[config.mk]
export PLATFORM = sky130hd
export DESIGN_NAME = id_ex_stage
export DESIGN_NICKNAME = d
export VERILOG_FILES = /design/src/rtl/id_ex_stage.sv
export SDC_FILE = /design/constraint.sdc
export NUM_CORES = 1
export LEC_CHECK = 0
export ABC_AREA = 1
export CORE_ASPECT_RATIO = 1.1
export CORE_MARGIN = 4
export CORE_UTILIZATION = 25
export DETAILED_ROUTE_END_ITERATION = 10
export SYNTH_ARGS = -nofsm -noshare
export SYNTH_HDL_FRONTEND = slang
export SYNTH_SLANG_ARGS = --single-unit
export TNS_END_PERCENT = 5
[constraint.sdc]
create_clock -name clk -period 15.7 [get_ports clk]
set_input_delay 4.71 -clock clk [delete_from_list [all_inputs] [get_ports clk]]
set_output_delay 4.71 -clock clk [all_outputs]
set_load 0.02 [all_outputs]
[src/rtl/id_ex_stage.sv]
// ID/EX pipeline register with load-use hazard detection, flush/hold control
// and saturating bubble/hold performance counters.
module id_ex_stage #(
    parameter int unsigned W     = 32,
    parameter int unsigned CNT_W = 16
) (
    input  logic             clk,
    input  logic             rst,
    input  logic             ID_valid,
    input  logic [5:0]       ID_opcode,
    input  logic [5:0]       ID_funct,
    input  logic [4:0]       ID_RS,
    input  logic [4:0]       ID_RT,
    input  logic [4:0]       ID_RD,
    input  logic [W-1:0]     ID_rdata1,
    input  logic [W-1:0]     ID_rdata2,
    input  logic [W-1:0]     ID_imm,
    input  logic [W-1:0]     ID_PC4,
    input  logic             flush,
    input  logic             mem_stall,
    output logic [5:0]       opcode_EX,
    output logic [5:0]       funct_EX,
    output logic [4:0]       EX_RS,
    output logic [4:0]       EX_RT,
    output logic [4:0]       EX_WR,
    output logic [W-1:0]     EX_rdata1,
    output logic [W-1:0]     EX_rdata2,
    output logic [W-1:0]     EX_imm,
    output logic [W-1:0]     EX_PC4,
    output logic             EX_valid,
    output logic             lu_stall,
    output logic [CNT_W-1:0] bubble_cnt,
    output logic [CNT_W-1:0] hold_cnt
);

    localparam logic [5:0] OP_RTYPE = 6'b000000;
    localparam logic [5:0] OP_BEQ   = 6'b000100;
    localparam logic [5:0] OP_BNE   = 6'b000101;
    localparam logic [5:0] OP_LW    = 6'b100011;
    localparam logic [5:0] OP_SW    = 6'b101011;

    logic [5:0]       r_opcode;
    logic [5:0]       r_funct;
    logic [4:0]       r_rs;
    logic [4:0]       r_rt;
    logic [4:0]       r_wr;
    logic [W-1:0]     r_rdata1;
    logic [W-1:0]     r_rdata2;
    logic [W-1:0]     r_imm;
    logic [W-1:0]     r_pc4;
    logic             r_valid;
    logic [CNT_W-1:0] r_bubble_cnt;
    logic [CNT_W-1:0] r_hold_cnt;

    logic             w_reads_rt;
    logic             w_lu_hz;
    logic             w_load_bubble;
    logic [4:0]       w_wr;

    // Hazard detection against the load currently sitting in EX.
    always_comb begin
        w_reads_rt    = (ID_opcode == OP_RTYPE) || (ID_opcode == OP_BEQ) ||
                        (ID_opcode == OP_BNE)   || (ID_opcode == OP_SW);
        w_lu_hz       = r_valid && (r_opcode == OP_LW) && (r_rt != 5'd0) && ID_valid &&
                        ((ID_RS == r_rt) || (w_reads_rt && (ID_RT == r_rt)));
        w_load_bubble = flush || w_lu_hz || !ID_valid;
        w_wr          = (ID_opcode == OP_RTYPE) ? ID_RD : ID_RT;
    end

    // Pipeline register: hold on mem_stall, bubble on flush/hazard/invalid, else capture.
    always_ff @(posedge clk or posedge rst) begin
        if (rst) begin
            r_opcode <= '0;
            r_funct  <= '0;
            r_rs     <= '0;
            r_rt     <= '0;
            r_wr     <= '0;
            r_rdata1 <= '0;
            r_rdata2 <= '0;
            r_imm    <= '0;
            r_pc4    <= '0;
            r_valid  <= 1'b0;
        end else if (!mem_stall) begin
            if (w_load_bubble) begin
                r_opcode <= '0;
                r_funct  <= '0;
                r_rs     <= '0;
                r_rt     <= '0;
                r_wr     <= '0;
                r_rdata1 <= '0;
                r_rdata2 <= '0;
                r_imm    <= '0;
                r_pc4    <= '0;
                r_valid  <= 1'b0;
            end else begin
                r_opcode <= ID_opcode;
                r_funct  <= ID_funct;
                r_rs     <= ID_RS;
                r_rt     <= ID_RT;
                r_wr     <= w_wr;
                r_rdata1 <= ID_rdata1;
                r_rdata2 <= ID_rdata2;
                r_imm    <= ID_imm;
                r_pc4    <= ID_PC4;
                r_valid  <= 1'b1;
            end
        end
    end

    // Saturating performance counters: holds and inserted bubbles.
    always_ff @(posedge clk or posedge rst) begin
        if (rst) begin
            r_bubble_cnt <= '0;
            r_hold_cnt   <= '0;
        end else if (mem_stall) begin
            if (r_hold_cnt != '1) begin
                r_hold_cnt <= r_hold_cnt + CNT_W'(1);
            end
        end else if (flush || w_lu_hz) begin
            if (r_bubble_cnt != '1) begin
                r_bubble_cnt <= r_bubble_cnt + CNT_W'(1);
            end
        end
    end

    assign opcode_EX  = r_opcode;
    assign funct_EX   = r_funct;
    assign EX_RS      = r_rs;
    assign EX_RT      = r_rt;
    assign EX_WR      = r_wr;
    assign EX_rdata1  = r_rdata1;
    assign EX_rdata2  = r_rdata2;
    assign EX_imm     = r_imm;
    assign EX_PC4     = r_pc4;
    assign EX_valid   = r_valid;
    assign lu_stall   = w_lu_hz && !flush && !mem_stall;
    assign bubble_cnt = r_bubble_cnt;
    assign hold_cnt   = r_hold_cnt;

endmodule
Yosys cells after proc, flatten, opt, wreduce, memory -nomap -nowiden:

Cells that the tools add are included.

* add/sub/neg operators: 2
* equality and inequality tests: 8
* mux-type cells: 11
* bitwise logic cells: 1
* reduce and logical (&&, ||, !) cells: 20

Operator list (number)
* 32-bit two-way mux: 4
* 16-bit by 1-bit adder with 16-bit output, second input constant: 2
* 16-bit inequality test, second input constant: 2
* 5-bit two-way mux: 4
* 6-bit by 3-bit == test with 1-bit output, second input constant: 2
* 6-bit == test, second input constant: 2
* 6-bit two-way mux: 2
* 5-bit == test: 2
* 1-bit logical AND: 7
* 6-bit logical NOT: 1
* 1-bit logical OR: 6
* 5-bit nonzero test: 1
* 1-bit logical NOT: 3
* 3-bit AND reduction: 1
* 2-bit AND reduction: 1
* 1-bit two-way mux: 1
* 1-bit NOT: 1

* bits in registers: 188
* word-level logic and storage cells: 54

Longest topological paths before layout:

Gate-level depths: netlist of the first run.

* depth after elaboration: 10
* depth in mapped cells: 12
* gate-level depth less buffers: 11

Worst setup path after synthesis of the first run:

No wires, ideal clock.

* kind: input -> output
* start point: input ID_opcode[1]
* end point: output lu_stall
* arrival: 5900 ps
* slack: 5090 ps
* stages: 8
* cells stage by stage: nor2_1 -> nand3_1 -> nand2_1 -> nand2_1 -> o21ai_1 -> nand2_1 -> clkbuf_1 -> nor3_1

* longest elaborated chain between the ends: 9

RTL lines
* from (decl): RTL line 10 `input logic [5:0] ID_opcode,`
* 6-bit by 3-bit == test with 1-bit output or 6-bit logical NOT (tied branches): RTL line 62 `w_reads_rt = (ID_opcode == OP_RTYPE) || (ID_opcode == OP_BEQ) ||`
* 1-bit logical OR (2 in a row): RTL line 62
* 1-bit logical OR (*): RTL line 63 `(ID_opcode == OP_BNE) || (ID_opcode == OP_SW);`
* 1-bit logical AND (*): RTL line 65 `((ID_RS == r_rt) || (w_reads_rt && (ID_RT == r_rt)));`
* 1-bit logical OR (*): RTL line 65
* 1-bit logical AND (*): RTL line 64 `w_lu_hz = r_valid && (r_opcode == OP_LW) && (r_rt != 5'd0) && ID_valid &&`
* 1-bit logical AND (*) (2 in a row): RTL line 136 `assign lu_stall = w_lu_hz && !flush && !mem_stall;`
* to (decl): RTL line 31 `output logic lu_stall,`

Mark *: on every way between the ends. The rest lies on a longest branch, timed or not.

Final worst setup path of the first run:

* start point: input ID_opcode[5]
* end point: output lu_stall

The elaborated chain is that of the path after synthesis.

==> impl_metrics.toml, run 1 <==
[sta]
finalHoldViolCount = 0
tightest_slew_ns = 1.036
skew_ns = 0.01097
layout_worst_path_cycle_share = 0.7461
hold-worst-slack_ns = 0.4782
worst_slew_margin_rel = 0.3094
clock.fmax_mhz = 85.37
rsz0062_at_grt = "no"
drv_slew = 0
period_needed_ns = 11.71
final-setup-viol-count = 0
tns_ns = 0
timing.final.ws_setup_ns = 3.986

[cells_and_area]
final_area_mm2 = 0.01260
drive_above_1_share = 0.04034
layout_common_cells = "392 x nand2_1, 347 x clkdlybuf4s50_1, 188 x dfrtp_1, 168 x nand3_1, 31 x inv_1"
fin_nets = 1438
final_common_cell = "nand2_1"
n_antenna_cell = 0
syn_to_final_growth_pct = 54.09

[clocking]
htreeDepth = 4
clk_latency_ns = 0.44
cts_tree = "done"
numCtsBuffers = 17
holdBufCountCts = 0
post_cts_resized = 0
clock_path_buffers = 2
cts-root-buf = "clkbuf_16"
cts_setup_buffers = 0
clkSinkCount = 188
clk_pin_slew_ns = 0.07

[floorplanning]
rows = 69
start_util = 0.2532
design.core.area_mm2 = 0.03229
die_area_mm2 = 0.03566
die_w_um = 180.4
die_h_um = 197.6
io_pins = 349

[route]
avgViaCountPerCell = 4.438
vias = 7612
drtIter0Drc = 376
drt_first_pass_iters = 4
drc = 0
routed_wl_um = 27730
wire_per_inst_um = 16.17
final_antenna_net_count = 0

[synthesis]
synth_fp_nets = 1120
avgSynthCellArea_um2 = 8.532
ys_types = 28
synth_seq_area_share = 0.5755
synth-seq-cells = 188
synth_area_mm2 = 0.008174
synth_warnings = 0
syn_inst = 958

[worst_hold_path]
whs_endpoint = "EX_PC4[8]"
min_path_type = "register to register"
min_from = "EX_PC4[8]"
hold_depth = 2

[global_route]
grt_overflow = 0
grt_usage = 0.1509
grt_pass1_vias = 7621
grt_antenna_before_repair = 0
grt_max_degree = 119
grt_pass1_wl_um = 43390

[critical_path]
rr_worst_depth = 11
cp_data_arrival_time_ns = 7.00
crit_family = "buffers and inverters"
cp.required_ns = 10.99
r2r-start = "EX_RT[2]"
rr_endpoint = "EX_rdata1[31]"
crit_fanout = 3
critPathKind = "primary input to output pin"
worstSetupStartpointType = "primary input"
cpPeakStageDelay_ns = 0.72
reg2reg_slack_ns = 12.73
path_buf_inv = 2
crit_chain = "clkdlybuf4s50_1 -> nor2_1 -> nand3_1 -> nand2_1 -> nand2_1 -> o21ai_1 -> nand2_4 -> nor3_1 -> clkdlybuf4s50_1"
cp-end-kind = "output pin"
slowest_stage = "clkdlybuf4s50_1"

[power_and_ir_drop]
ir_drop_mv = 0.05054
powerDensity_mw_per_mm2 = 98.88
power_leakage_nw = 5.965

[place]
dp_slack_ns = 3.942
portBuffers = 348
hpwl_um = 19330
postPlaceCellArea_mm2 = 0.01201
gp_congestion = 0.8907

[run]
max_cap_violations = 0

[status]
outcome = "finished, final reports clean"
## metal layers
layer / global-route usage / part of all wire / vias up / wire [µm]
met5: 0 / 0 / - / 0
met4: 0.04510 / 0.021 / 0 / 573
met3: 0.04530 / 0.069 / 25 / 1921
met2: 0.2523 / 0.49 / 258 / 13690
met1: 0.1899 / 0.42 / 3606 / 11550
li1: - / - / 3723 / -
## sequential cells by signal (all words and copies together), names as in the netlist
| signal | cells |
|---|---|
| opcode_EX | 6 |
| EX_rdata2 | 32 |
| EX_WR | 5 |
| EX_RT | 5 |
| EX_PC4 | 32 |
| EX_imm | 32 |
| EX_RS | 5 |
| hold_cnt | 16 |
| EX_valid | 1 |
| funct_EX | 6 |
| bubble_cnt | 16 |
| EX_rdata1 | 32 |
## worst reg2reg max path: cells and delay by family (launching register included)
kind,cells,cell delay (ns)
buffers and inverters,3,1.60
AND/OR/NAND/NOR,7,0.75
flip-flops,1,0.44
AO/OA/AOI/OAI,1,0.12
## power breakdown
group	switching [mW]	internal (mW)	total, mW	leakage, nW
clock network	0.221	0.213	0.434	0.279
registers	0.0353	0.521	0.556	2.53
logic	0.131	0.124	0.255	3.16
total	0.387	0.858	1.25	5.97
## cells in the mapped netlist (all sizes together)
master   instances  area share
o21ai           12      0.0073
a22o             1      0.0011
nand2          396        0.18
nor3             8      0.0055
xor2            16       0.017
buf             28       0.017
inv             32       0.015
a211oi           1     0.00092
ha               2      0.0031
nor4             2      0.0015
dfrtp          188        0.58
clkinv           1     0.00046
nand3          170        0.11
nor3b            1     0.00092
o2111ai          3      0.0032
nor2            28       0.013
nand3b           2      0.0018
xnor2           14       0.015
nand4           23       0.018
clkbuf          28       0.013
mux2             2      0.0028
## per-stage QoR
stage,std cells,power (mW),utilization
floorplan,958,0.6755,-
global placement,1683,0.8222,0.3721
detailed placement,1683,0.8237,0.3721
CTS,1715,1.270,0.3901
global route,1715,1.311,0.3901
finish,1715,1.245,0.3901
## final cells by class
class,count,area (µm²)
Clock buffer,17,425.4
Clock inverter,15,156.4
Fill cell,3282,19690
Inverter,33,131.4
Multi-Input combinational cell,681,3112
Sequential cell,188,4705
Tap cell,426,533.0
Timing Repair Buffer,355,3533
## cells by family (layout without fill, tap and decap cells)
group,Yosys count,after routing,synth area share
adders and majority gates,2,2,0.003061
buffers and inverters,89,420,0.04531
AOI/OAI and AO/OA,17,17,0.01255
DFF,188,188,0.5755
xor gates and xnor gates,30,30,0.03214
and+or+nand+nor,630,630,0.3286
muxes,2,2,0.002755
## worst max-delay path by stage
stage / start / end / slack (ns) / depth (start not counted)
6_report: ID_opcode[5] / lu_stall / 3.99 / 9
5_1_grt: ID_opcode[0] / lu_stall / 3.87 / 10
4_1_cts: ID_opcode[5] / lu_stall / 3.93 / 9
3_5_place_dp: ID_opcode[5] / lu_stall / 3.94 / 9
3_3_place_gp: ID_opcode[5] / lu_stall / 3.91 / 10
2_1_floorplan: ID_opcode[1] / lu_stall / 5.09 / 8
Power figures use the tool's default switching activity.
==> run 2: changes to the inputs <==
==> constraint.sdc (replaced) <==
create_clock -name clk -period 10.3 [get_ports clk]
set_input_delay 3.09 -clock clk [delete_from_list [all_inputs] [get_ports clk]]
set_output_delay 3.09 -clock clk [all_outputs]
set_load 0.02 [all_outputs]
==> impl_metrics.toml, run 2 (synthesis results as in run 1) <==
[status]
outcome = "finished, final reports clean"

[clocking]
holdBufCountCts = 0
clk_latency_ns = 0.43
cts_setup_buffers = 0
cts-root-buf = "clkbuf_16"
clock_path_buffers = 2
numCtsBuffers = 17
clk_pin_slew_ns = 0.08
htreeDepth = 4
cts_tree = "done"
clkSinkCount = 188
post_cts_resized = 0

[place]
portBuffers = 348
hpwl_um = 19630
gp_congestion = 0.8751

[route]
avgViaCountPerCell = 4.427
routed_wl_um = 27610
final_antenna_net_count = 0
drc = 0
met1_length_um = 11620
drt_first_pass_iters = 5
dr_wl_met3_um = 1884
wire_per_inst_um = 16.09
wl_met2_um = 13560
highest_layer = "met4"
drtIter0Drc = 397
vias = 7596

[critical_path]
cp-end-kind = "output pin"
cp.required_ns = 7.21
r2r-start = "EX_RT[1]"
crit_fanout = 3
crit_chain = "clkdlybuf4s50_1 -> nor2_1 -> nand3_1 -> nand2_1 -> nand2_1 -> o21ai_1 -> nand2_4 -> nor3_1 -> clkdlybuf4s50_1"
worstSetupStartpointType = "primary input"
cpPeakStageDelay_ns = 0.72
critPathKind = "primary input to output pin"
cp_data_arrival_time_ns = 5.37
reg2reg_slack_ns = 7.37
crit_start = "ID_opcode[5]"
slowest_stage = "clkdlybuf4s50_1"

[power_and_ir_drop]
ir_drop_mv = 0.08593
power_leakage_nw = 5.970
power_mw = 1.892
powerDensity_mw_per_mm2 = 150.2

[floorplanning]
die_h_um = 197.6
design.core.area_mm2 = 0.03229
die_w_um = 180.4
rows = 69
start_util = 0.2532
io_pins = 349
die_area_mm2 = 0.03566

[global_route]
grt_overflow = 0
grt_antenna_before_repair = 0
grt_pass1_wl_um = 42930
grt_usage = 0.1490
grt_pass1_vias = 7593
grt_max_degree = 123

[cells_and_area]
layout_common_cells = "392 x nand2_1, 347 x clkdlybuf4s50_1, 188 x dfrtp_1, 168 x nand3_1, 31 x inv_1"
n_antenna_cell = 0
syn_to_final_growth_pct = 54.17
fin_nets = 1439
drive_above_1_share = 0.04109
final_common_cell = "nand2_1"

[run]
max_cap_violations = 0

[sta]
clock.fmax_mhz = 118.2
period_needed_ns = 8.462
tns_ns = 0
drv_slew = 0
layout_worst_path_cycle_share = 0.8215
rsz0062_at_grt = "no"
finalHoldViolCount = 0
final-setup-viol-count = 0
worst_slew_margin_rel = 0.3505
skew_ns = 0.01027
tightest_slew_ns = 0.9743

[worst_hold_path]
min_from = "EX_rdata2[4]"
min_path_type = "register to register"
run 2: changes by cell type in the layout (fill, tap and decap cells not counted):
cell      change
clkinv_4      -2
inv_6         +2
inv_8         -2
buf_4         +1
clkinv_2      +1
clkinv_8      +1
run 2: final timing paths:
kind | cells after the start | to
min | 2 | EX_rdata2[4]
max reg2reg | 9 | EX_rdata2[23]
max | 9 | lu_stall
min reg2reg | 2 | EX_rdata2[4]
min in group asynchronous | 2 | EX_PC4[13]
max in group asynchronous | 3 | EX_rdata2[20]
run 2: cell type report:
type                    count  area, µm²
fillers                  3268      19690
inverters                  33      131.4
clock buffers              17      425.4
clock inverters            15      155.1
repair buffers            356       3541
well taps                 426      533.0
flip-flops and latches    188       4705
multi-input cells         681       3112
run 2: metal layers:
metal | global-route usage | up-vias
met2 | 0.2503 | 255
met3 | 0.04199 | 26
met1 | 0.1884 | 3590
li1 | - | 3725
met4 | 0.04454 | 0
met5 | 0 | -
run 2: report_power, final:
part	internal, mW	total [mW]	switching (mW)
Clock	0.324	0.657	0.333
Sequential	0.794	0.848	0.0538
Combinational	0.190	0.388	0.198
run 2: worst max-delay path, delay by kind of cell:
family / cells / cell delay, ns
AOI/OAI and AO/OA: 1 / 0.21
buffers and inverters: 2 / 1.19
and+or+nand+nor: 6 / 0.89
run 2: metrics by stage:
step | worst slack (ns) | util | instances | hold WS (ns) | area [µm²]
2_1_floorplan | 2.096 | - | 958 | 0.5897 | 8174
3_3_place_gp | 1.741 | 0.3723 | 1684 | 0.4608 | 12020
3_5_place_dp | 1.766 | 0.3723 | 1684 | 0.4637 | 12020
4_1_cts | 1.756 | 0.3903 | 1716 | 0.4846 | 12600
5_1_grt | 1.681 | 0.3903 | 1716 | 0.4940 | 12600
6_report | 1.839 | 0.3903 | 1716 | 0.4787 | 12600
